### config.mk
export PLATFORM = sky130hd
export DESIGN_NAME = draw_sequencer_flat
export DESIGN_NICKNAME = d
export VERILOG_FILES = /design/src/rtl/draw_sequencer_if.sv /design/src/rtl/draw_sequencer.sv /design/src/flat_wrapper.sv
export SDC_FILE = /design/constraint.sdc
export NUM_CORES = 1
export LEC_CHECK = 0
export ABC_CLOCK_PERIOD_IN_PS = 3350
export BUFFER_PORTS_ARGS = -buffer_cell sky130_fd_sc_hd__buf_2
export CAP_MARGIN = 20
export CORE_MARGIN = 2
export CORE_UTILIZATION = 44
export DETAILED_ROUTE_END_ITERATION = 7
export PLACE_DENSITY = 0.95
export SLEW_MARGIN = 25
export SYNTH_ARGS = -nofsm -noshare
export SYNTH_HDL_FRONTEND = slang
export SYNTH_SLANG_ARGS = --single-unit
### constraint.sdc
create_clock -name clk -period 3.35 [get_ports clk]
set_clock_uncertainty 0.05 [all_clocks]
set_input_delay 0.5025 -clock clk [delete_from_list [all_inputs] [get_ports clk]]
set_output_delay 0.5025 -clock clk [all_outputs]
set_load 0.02 [all_outputs]
### src/rtl/draw_sequencer_if.sv
// Plot-path bundle between the frame sequencer, the draw engines, the level
// loader, collision logic and the vga_adapter. The sequencer drives the
// master side; everything around it sits on the slave side.
interface draw_sequencer_if #(
    parameter int NUM_CH   = 4,
    parameter int COORD_W  = 10,
    parameter int COLOUR_W = 3
);
    logic                         frame_tick;
    logic [NUM_CH-1:0]            ch_mask;
    logic [NUM_CH-1:0]            erase_mask;
    logic [NUM_CH-1:0]            ch_go;
    logic [NUM_CH-1:0]            ch_done;
    logic [NUM_CH*COORD_W-1:0]    ch_x;
    logic [NUM_CH*COORD_W-1:0]    ch_y;
    logic [NUM_CH*COLOUR_W-1:0]   ch_colour;
    logic [NUM_CH-1:0]            ch_we;
    logic                         load_active;
    logic [COORD_W-1:0]           load_x;
    logic [COORD_W-1:0]           load_y;
    logic [COLOUR_W-1:0]          load_colour;
    logic                         load_we;
    logic                         logic_go;
    logic                         logic_done;
    logic                         inc_enable;
    logic [COORD_W-1:0]           x;
    logic [COORD_W-1:0]           y;
    logic [COLOUR_W-1:0]          colour;
    logic                         plot;
    logic                         erasing;
    logic                         busy;
    logic [NUM_CH-1:0]            timeout_flags;
    logic                         overrun;

    modport master (
        input  frame_tick, ch_mask, erase_mask, ch_done, ch_x, ch_y, ch_colour, ch_we,
               load_active, load_x, load_y, load_colour, load_we, logic_done,
        output ch_go, logic_go, inc_enable, x, y, colour, plot, erasing, busy,
               timeout_flags, overrun
    );

    modport slave (
        output frame_tick, ch_mask, erase_mask, ch_done, ch_x, ch_y, ch_colour, ch_we,
               load_active, load_x, load_y, load_colour, load_we, logic_done,
        input  ch_go, logic_go, inc_enable, x, y, colour, plot, erasing, busy,
               timeout_flags, overrun
    );
endinterface

### src/rtl/draw_sequencer.sv
// Frame sequencer and pixel multiplexer for the VGA plot path. Each frame:
// erase pass over the enabled channels, collision-logic handshake plus a
// position-increment pulse, then the draw pass. Every wait is bounded by
// TIMEOUT so a stuck engine cannot hang the frame loop.
module draw_sequencer #(
    parameter int                    NUM_CH    = 4,
    parameter int                    COORD_W   = 10,
    parameter int                    COLOUR_W  = 3,
    parameter int unsigned           TIMEOUT   = 20'd4096,
    parameter logic [COLOUR_W-1:0]   BG_COLOUR = '0
) (
    input  logic              clk,
    input  logic              reset,
    draw_sequencer_if.master  bus
);

    localparam int IDX_W = (NUM_CH > 1) ? $clog2(NUM_CH) : 1;
    localparam int CNT_W = $clog2(TIMEOUT);
    localparam logic [CNT_W-1:0] CNT_LAST = CNT_W'(TIMEOUT - 1);

    typedef enum logic [2:0] {
        IDLE, E_GO, E_WAIT, L_GO, L_WAIT, INC, D_GO, D_WAIT
    } state_t;

    state_t            state_q, state_d;
    logic [IDX_W-1:0]  idx_q, idx_d;
    logic [CNT_W-1:0]  cnt_q, cnt_d;
    logic [NUM_CH-1:0] flags_q, flags_d;
    logic              overrun_q, overrun_d;

    logic [IDX_W:0]    first_erase, next_erase, first_draw, next_draw, next_sel;
    logic              done_act, tmo_hit;

    // Lowest set bit of mask at or above position from; MSB flags "found".
    function automatic logic [IDX_W:0] pick_ch(input logic [NUM_CH-1:0] mask, input int from);
        logic [IDX_W:0] r;
        r = '0;
        for (int i = NUM_CH - 1; i >= 0; i--) begin
            if (mask[i] && (i >= from)) r = {1'b1, IDX_W'(i)};
        end
        return r;
    endfunction

    // Masks are looked at live at every selection point, never latched per frame.
    assign first_erase = pick_ch(bus.ch_mask & bus.erase_mask, 0);
    assign next_erase  = pick_ch(bus.ch_mask & bus.erase_mask, int'(idx_q) + 1);
    assign first_draw  = pick_ch(bus.ch_mask, 0);
    assign next_draw   = pick_ch(bus.ch_mask, int'(idx_q) + 1);
    assign next_sel    = (state_q == E_WAIT) ? next_erase : next_draw;
    assign done_act    = bus.ch_done[idx_q];
    assign tmo_hit     = (cnt_q == CNT_LAST);

    // State, channel index, wait counter and sticky status registers.
    always_ff @(posedge clk) begin
        if (reset) begin
            state_q   <= IDLE;
            idx_q     <= '0;
            cnt_q     <= '0;
            flags_q   <= '0;
            overrun_q <= 1'b0;
        end else begin
            state_q   <= state_d;
            idx_q     <= idx_d;
            cnt_q     <= cnt_d;
            flags_q   <= flags_d;
            overrun_q <= overrun_d;
        end
    end

    // Next-state logic; the whole FSM and its counter hold while the loader owns the path.
    always_comb begin
        state_d   = state_q;
        idx_d     = idx_q;
        cnt_d     = cnt_q;
        flags_d   = flags_q;
        overrun_d = overrun_q | (bus.frame_tick && (state_q != IDLE));

        if (!bus.load_active) begin
            case (state_q)
                IDLE: begin
                    if (bus.frame_tick) begin
                        if (first_erase[IDX_W]) begin
                            idx_d   = first_erase[IDX_W-1:0];
                            state_d = E_GO;
                        end else begin
                            state_d = L_GO;
                        end
                    end
                end
                E_GO, D_GO: begin
                    cnt_d   = '0;
                    state_d = (state_q == E_GO) ? E_WAIT : D_WAIT;
                end
                E_WAIT, D_WAIT: begin
                    if (done_act || tmo_hit) begin
                        // A done arriving on the timeout cycle still counts as a clean finish.
                        if (!done_act) flags_d[idx_q] = 1'b1;
                        if (next_sel[IDX_W]) begin
                            idx_d   = next_sel[IDX_W-1:0];
                            state_d = (state_q == E_WAIT) ? E_GO : D_GO;
                        end else begin
                            state_d = (state_q == E_WAIT) ? L_GO : IDLE;
                        end
                    end else if (cnt_q != '1) begin
                        cnt_d = cnt_q + 1'b1;
                    end
                end
                L_GO: begin
                    cnt_d   = '0;
                    state_d = L_WAIT;
                end
                L_WAIT: begin
                    if (bus.logic_done || tmo_hit) begin
                        state_d = INC;
                    end else if (cnt_q != '1) begin
                        cnt_d = cnt_q + 1'b1;
                    end
                end
                INC: begin
                    if (first_draw[IDX_W]) begin
                        idx_d   = first_draw[IDX_W-1:0];
                        state_d = D_GO;
                    end else begin
                        state_d = IDLE;
                    end
                end
                default: state_d = IDLE;
            endcase
        end
    end

    // Pulse outputs, status and the combinational pixel mux toward vga_adapter.
    always_comb begin
        bus.ch_go         = '0;
        bus.logic_go      = 1'b0;
        bus.inc_enable    = 1'b0;
        bus.erasing       = (state_q == E_GO) || (state_q == E_WAIT);
        bus.busy          = (state_q != IDLE);
        bus.timeout_flags = flags_q;
        bus.overrun       = overrun_q;
        bus.x             = bus.ch_x[idx_q*COORD_W +: COORD_W];
        bus.y             = bus.ch_y[idx_q*COORD_W +: COORD_W];
        bus.colour        = bus.ch_colour[idx_q*COLOUR_W +: COLOUR_W];
        bus.plot          = 1'b0;

        if (!bus.load_active) begin
            if ((state_q == E_GO) || (state_q == D_GO)) bus.ch_go[idx_q] = 1'b1;
            bus.logic_go   = (state_q == L_GO);
            bus.inc_enable = (state_q == INC);
        end

        if (bus.load_active) begin
            bus.x      = bus.load_x;
            bus.y      = bus.load_y;
            bus.colour = bus.load_colour;
            bus.plot   = bus.load_we;
        end else if ((state_q == E_GO) || (state_q == E_WAIT) ||
                     (state_q == D_GO) || (state_q == D_WAIT)) begin
            bus.plot = bus.ch_we[idx_q];
            if (bus.erasing) bus.colour = BG_COLOUR;
        end
    end

endmodule

### src/flat_wrapper.sv
// flat-port wrapper written by rule: the top's interface ports become plain ports
module draw_sequencer_flat 
#(
    parameter int                    NUM_CH    = 4,
    parameter int                    COORD_W   = 10,
    parameter int                    COLOUR_W  = 3,
    parameter int unsigned           TIMEOUT   = 20'd4096,
    parameter logic [COLOUR_W-1:0]   BG_COLOUR = '0
)
  (clk, reset, bus_frame_tick, bus_ch_mask, bus_erase_mask, bus_ch_done, bus_ch_x, bus_ch_y, bus_ch_colour, bus_ch_we, bus_load_active, bus_load_x, bus_load_y, bus_load_colour, bus_load_we, bus_logic_done, bus_ch_go, bus_logic_go, bus_inc_enable, bus_x, bus_y, bus_colour, bus_plot, bus_erasing, bus_busy, bus_timeout_flags, bus_overrun);
  draw_sequencer_if #(.NUM_CH(NUM_CH), .COORD_W(COORD_W), .COLOUR_W(COLOUR_W)) bus_i ();
  input  logic clk;
  input  logic reset;
  input wire logic [$bits(bus_i.frame_tick)-1:0] bus_frame_tick;
  input wire logic [$bits(bus_i.ch_mask)-1:0] bus_ch_mask;
  input wire logic [$bits(bus_i.erase_mask)-1:0] bus_erase_mask;
  input wire logic [$bits(bus_i.ch_done)-1:0] bus_ch_done;
  input wire logic [$bits(bus_i.ch_x)-1:0] bus_ch_x;
  input wire logic [$bits(bus_i.ch_y)-1:0] bus_ch_y;
  input wire logic [$bits(bus_i.ch_colour)-1:0] bus_ch_colour;
  input wire logic [$bits(bus_i.ch_we)-1:0] bus_ch_we;
  input wire logic [$bits(bus_i.load_active)-1:0] bus_load_active;
  input wire logic [$bits(bus_i.load_x)-1:0] bus_load_x;
  input wire logic [$bits(bus_i.load_y)-1:0] bus_load_y;
  input wire logic [$bits(bus_i.load_colour)-1:0] bus_load_colour;
  input wire logic [$bits(bus_i.load_we)-1:0] bus_load_we;
  input wire logic [$bits(bus_i.logic_done)-1:0] bus_logic_done;
  output wire logic [$bits(bus_i.ch_go)-1:0] bus_ch_go;
  output wire logic [$bits(bus_i.logic_go)-1:0] bus_logic_go;
  output wire logic [$bits(bus_i.inc_enable)-1:0] bus_inc_enable;
  output wire logic [$bits(bus_i.x)-1:0] bus_x;
  output wire logic [$bits(bus_i.y)-1:0] bus_y;
  output wire logic [$bits(bus_i.colour)-1:0] bus_colour;
  output wire logic [$bits(bus_i.plot)-1:0] bus_plot;
  output wire logic [$bits(bus_i.erasing)-1:0] bus_erasing;
  output wire logic [$bits(bus_i.busy)-1:0] bus_busy;
  output wire logic [$bits(bus_i.timeout_flags)-1:0] bus_timeout_flags;
  output wire logic [$bits(bus_i.overrun)-1:0] bus_overrun;
  assign bus_i.frame_tick = bus_frame_tick;
  assign bus_i.ch_mask = bus_ch_mask;
  assign bus_i.erase_mask = bus_erase_mask;
  assign bus_i.ch_done = bus_ch_done;
  assign bus_i.ch_x = bus_ch_x;
  assign bus_i.ch_y = bus_ch_y;
  assign bus_i.ch_colour = bus_ch_colour;
  assign bus_i.ch_we = bus_ch_we;
  assign bus_i.load_active = bus_load_active;
  assign bus_i.load_x = bus_load_x;
  assign bus_i.load_y = bus_load_y;
  assign bus_i.load_colour = bus_load_colour;
  assign bus_i.load_we = bus_load_we;
  assign bus_i.logic_done = bus_logic_done;
  assign bus_ch_go = bus_i.ch_go;
  assign bus_logic_go = bus_i.logic_go;
  assign bus_inc_enable = bus_i.inc_enable;
  assign bus_x = bus_i.x;
  assign bus_y = bus_i.y;
  assign bus_colour = bus_i.colour;
  assign bus_plot = bus_i.plot;
  assign bus_erasing = bus_i.erasing;
  assign bus_busy = bus_i.busy;
  assign bus_timeout_flags = bus_i.timeout_flags;
  assign bus_overrun = bus_i.overrun;
  draw_sequencer #(.NUM_CH(NUM_CH), .COORD_W(COORD_W), .COLOUR_W(COLOUR_W), .TIMEOUT(TIMEOUT), .BG_COLOUR(BG_COLOUR)) u_core (.clk(clk), .reset(reset), .bus(bus_i));
endmodule
# Yosys cells after proc, flatten, opt, wreduce, memory -nomap -nowiden
# Index checks and enable logic that the tools add are counted.
# totals
regBits	22
input_bits	137
wordCells	121
# op_classes
addsub	2
n_mul	2
n_lt_le_gt_ge	6
eq_ne	17
shift	3
mux	54
n_bitwise	5
reduce_logical	27
# ops
op	n
$mux W3	27
$shiftx A40 B7 Y10	2
$ge A3 B32 Y1 const A	2
$mux W12	3
$pmux W12 S3	1
$ge A1 B32 Y1 const A	1
$ge A2 B32 Y1 const A	1
$mux W10	2
$pmux W3 S6	1
$mux W2	7
$add A12 B1 Y12 const B	1
$eq A12 B12 Y1 const B	1
$eq A3 B3 Y1 const B	4
$ne A12 B12 Y1 const B	1
$reduce_and A4 Y1	3
$shiftx A12 B5 Y3	1
$logic_and A1 B1 Y1	10
$ne A2 B1 Y1 const B	5
$reduce_bool A3 Y1	3
$mux W4	2
$mux W1	7
$reduce_and A7 Y1	1
$eq A3 B2 Y1 const B	2
$logic_or A1 B1 Y1	6
17 further kinds	22

# Longest topological paths before layout
# logic_depth
depth_word	11
ltp_mapped	9

# Worst setup path after synthesis
# OpenSTA, ideal clock, no wires.
# synth_path
kind	reg-to-output
startpoint	register u_core.state_q[0]
endpoint	output bus_colour[1]
t_arrival_ns	1.657
setup_slack_ns	1.141
path_stages_with_launch	7
path_cell_list	dfxtp_1 clkbuf_1 clkbuf_1 xnor2_1 nor2_1 nor2_1 a22o_1
# synth_via
elab_chain_cells	6
# synth_rtl
element	line	source
start, declared	draw_sequencer.sv:25	state_t state_q, state_d;
start signal, assigned	draw_sequencer.sv:62	state_q <= state_d;
$eq A3 B1 Y1 or $eq A3 B2 Y1 (tied branches)	draw_sequencer.sv:137	bus.erasing = (state_q == E_GO) || (state_q == E_WAIT);
$logic_or A1 B1 Y1 (*)	draw_sequencer.sv:137	
named net bus_erasing	flat_wrapper.sv:35	output wire logic [$bits(bus_i.erasing)-1:0] bus_erasing;
$logic_or A1 B1 Y1	draw_sequencer.sv:157	end else if ((state_q == E_GO) || (state_q == E_WAIT) ||
$logic_or A1 B1 Y1	draw_sequencer.sv:158	(state_q == D_GO) || (state_q == D_WAIT)) begin
$mux W3 (*)	draw_sequencer.sv:157	
$mux W3 (*)	draw_sequencer.sv:152	if (bus.load_active) begin
end, declared	flat_wrapper.sv:33	output wire logic [$bits(bus_i.colour)-1:0] bus_colour;
# The timed path passes the listed nets; every way through them passes the cells marked *.

# Worst setup path in the final report
# layout_path
startpoint	register u_core.idx_q[0]
endpoint	output bus_x[8]
# layout_via
elab_chain_cells	3
# layout_rtl
element	line	source
start, declared	draw_sequencer.sv:26	logic [IDX_W-1:0] idx_q, idx_d;
start signal, assigned	draw_sequencer.sv:63	idx_q <= idx_d;
$mul A2 B3 Y5	draw_sequencer.sv:141	bus.x = bus.ch_x[idx_q*COORD_W +: COORD_W];
$shiftx A40 B7 Y10	draw_sequencer.sv:141	
$mux W10	draw_sequencer.sv:152	
end, declared	flat_wrapper.sv:31	output wire logic [$bits(bus_i.x)-1:0] bus_x;
# No other way between the ends.

==> impl_metrics.tcl <==
set metrics [dict create \
    run_status "completed" \
    layout.cells.most_common_list "173 x buf_2, 26 x a21oi_1, 25 x mux4_2" \
    worst_ep_arrival_time_ns 2.18 \
    detail_route.wl_per_cell_um 19.3 \
    core-area_um2 5470 \
    fmaxAchievable_ghz 0.366 \
    grt_antenna_before_repair 0 \
    use_met2 0.535 \
    async_reset_ff_frac 0 \
    first_drt_iteration_drcs 268 \
    power_per_cell_area_nw_per_um2 356 \
    synth_cell_types 53 \
    cts_setup_buffers 0 \
    dp_hpwl_um 8010 \
    globalplace.congestion 0.915 \
    die_y_um 78.8 \
    ant_nets 0 \
    rsz0062_at_grt "no" \
    period_minus_slack_ns 2.74 \
    worst-path-max-fanout 15 \
    numClockSinks 22 \
    critPathLaunch "u_core.idx_q[0]$_SDFFE_PP0P_" \
    crit_type "reg2out" \
    worst_skew_pair.late_latency_ns 0.27 \
    post-route-period-util 0.816 \
    start_util 0.450 \
    synth-edff-count 0 \
    routed_wl_um 9720 \
    fraction_of_final_layout_cells_sized_beyond_drive_strength_1 0.542 \
    routed-via-count 3019 \
    nNetsFinal 572 \
    cts_resized 0 \
    tns_ns 0 \
    first_pass_grt_wire_length_um 14300 \
    drt-pass1-iter-count 5 \
    maxCapViolations 0 \
    holdCritStartpoint "u_core.bus.timeout_flags[3]$_SDFFE_PP0P_" \
    vdd_ir_drop_max_uv 218 \
    placement.io_buffers 173 \
    ys_dominant_reg_cell "dfxtp_1" \
    globalRouteTotalUtil 0.296 \
    yosysTopAreaCell "mux4_2" \
    synth_seq_area_share 0.179 \
    synth_area_leaders "mux4_2 23%, dfxtp_1 18%, mux2_2 9.1%" \
    syn-instance-count 277 \
    ctsHtreeMaxLevel 1 \
    insertedDiodeCount 0 \
    drc 0 \
    timing.critical_path.from_type "register" \
    cell_area_after_synthesis_um2 2460 \
    top_level_ports 174 \
    first_global_vias 2880 \
    critPathRequiredTime_ns 2.80 \
    postSynthRegisterBits 22 \
    setup_viol 0 \
    floorplan.die_area_um2 6220 \
    yosysWarnings 0 \
    fin_util 0.623 \
    worst_slew_margin_relative_to_its_limit 0.543 \
    core.rowCount 27 \
    cts-buffers-inserted 3 \
    worstMarginPinSlew_ns 0.686 \
    die_x_um 78.8 \
    hold_path.class "reg2reg" \
    grt_overflow 0 \
    top_usage_layer "met2" \
    ctsHoldBuffers 0 \
    routed_via_density 5.99 \
    report.final.slew_viol_count 0 \
    clock_path_buffers 2 \
    syn_nets 416 \
    global_route.usage.met1 0.352 \
    mostFrequentLayoutCell "buf_2" \
    yosys.area.top_type_share 0.228 \
    clkSlewWorstSetupHoldPaths_ns 0.09 \
    use_met3 0.0386 \
    grt_start_max_net_pins 34 \
    cts_tree "done" \
    postSynthAreaPerCell_um2 8.90 \
    worstSetupEndpointType "primary output" \
    cts_root_buf "clkbuf_8" \
    finalHoldViolations 0 \
    leak_pwr_nw 1.49 \
    r2r-start "u_core.cnt_q[0]$_SDFFE_PP0P_" \
    syn2layout_area_growth_pct 38.3 \
]
[per-stage QoR]
stage	cell area, µm²	hold WS, ns	std cells	power, mW	setup WS [ns]
2_1_floorplan	2460	0.403	277	0.745	1.14
3_3_place_gp	3340	0.395	500	0.951	0.912
3_5_place_dp	3340	0.414	500	0.964	0.752
4_1_cts	3410	0.434	504	1.21	0.600
5_1_grt	3410	0.475	504	1.28	0.462
6_report	3410	0.436	504	1.21	0.615
[worst max-delay path, stage by stage (launching register included)]
cell,delay (ns)
dfxtp_2,0.57
buf_4,0.34
mux4_2,0.53
mux2_2,0.30
buf_2,0.17
[cell families after synthesis]
group / share of synthesized area
muxes: 0.328
DFF: 0.179
xor gates and xnor gates: 0.0107
and+or+nand+nor: 0.188
AOI/OAI and AO/OA: 0.222
adders and majority gates: 0.0142
buffers and inverters: 0.0584
[power breakdown]
part | total, mW | switching (mW) | internal, mW
registers | 0.320 | 0.0449 | 0.275
logic | 0.643 | 0.335 | 0.308
clock network | 0.252 | 0.0920 | 0.160
[state kept, by name, indices dropped and copies added (netlist names)]
signal,count
u_core.bus.overrun,1
u_core.bus.timeout_flags,4
u_core.cnt_q,12
u_core.idx_q,2
u_core.state_q,3
[layer usage]
layer,part of all wire,vias to the layer above
met5,0,-
met2,0.52,176
met1,0.36,1409
met4,0.043,0
met3,0.074,20
li1,-,1414
[Yosys cell counts, drive strengths merged (2+ instances only)]
cell type,instances
buf,10
nand4,7
nor4,2
o2111ai,2
nand3,6
o21ai,15
and3,2
dfxtp,22
nor2b,3
or4,6
and4,2
nand2b,5
a41o,2
a21oi,26
nor3,9
nor2,24
nand3b,2
a41oi,5
a311oi,4
nand2,14
a31oi,9
xnor2,2
ha,2
a22o,4
inv,7
clkbuf,16
mux2i,2
mux2,20
a22oi,2
o311a,2
mux4,25
[worst paths after layout]
kind | end | slack (ns) | depth (start not counted)
worst min-delay path | u_core.bus.timeout_flags[3]$_SDFFE_PP0P_ | 0.44 | 2
worst max-delay path | bus_x[8] | 0.61 | 4
worst min register to register | u_core.bus.timeout_flags[3]$_SDFFE_PP0P_ | 0.44 | 2
worst max register to register | u_core.idx_q[0]$_SDFFE_PP0P_ | 0.68 | 6
[layout make-up]
class                      count  area, µm²
timing repair buffer         177        896
inverter                       8       30.0
fill                         495       2060
sequential                    22        442
tap                           72       90.1
clock inverter                 1       30.0
clock buffer                   3       41.3
multi-input combinational    221       1880
No activity file was read; power rests on OpenSTA's default activity.
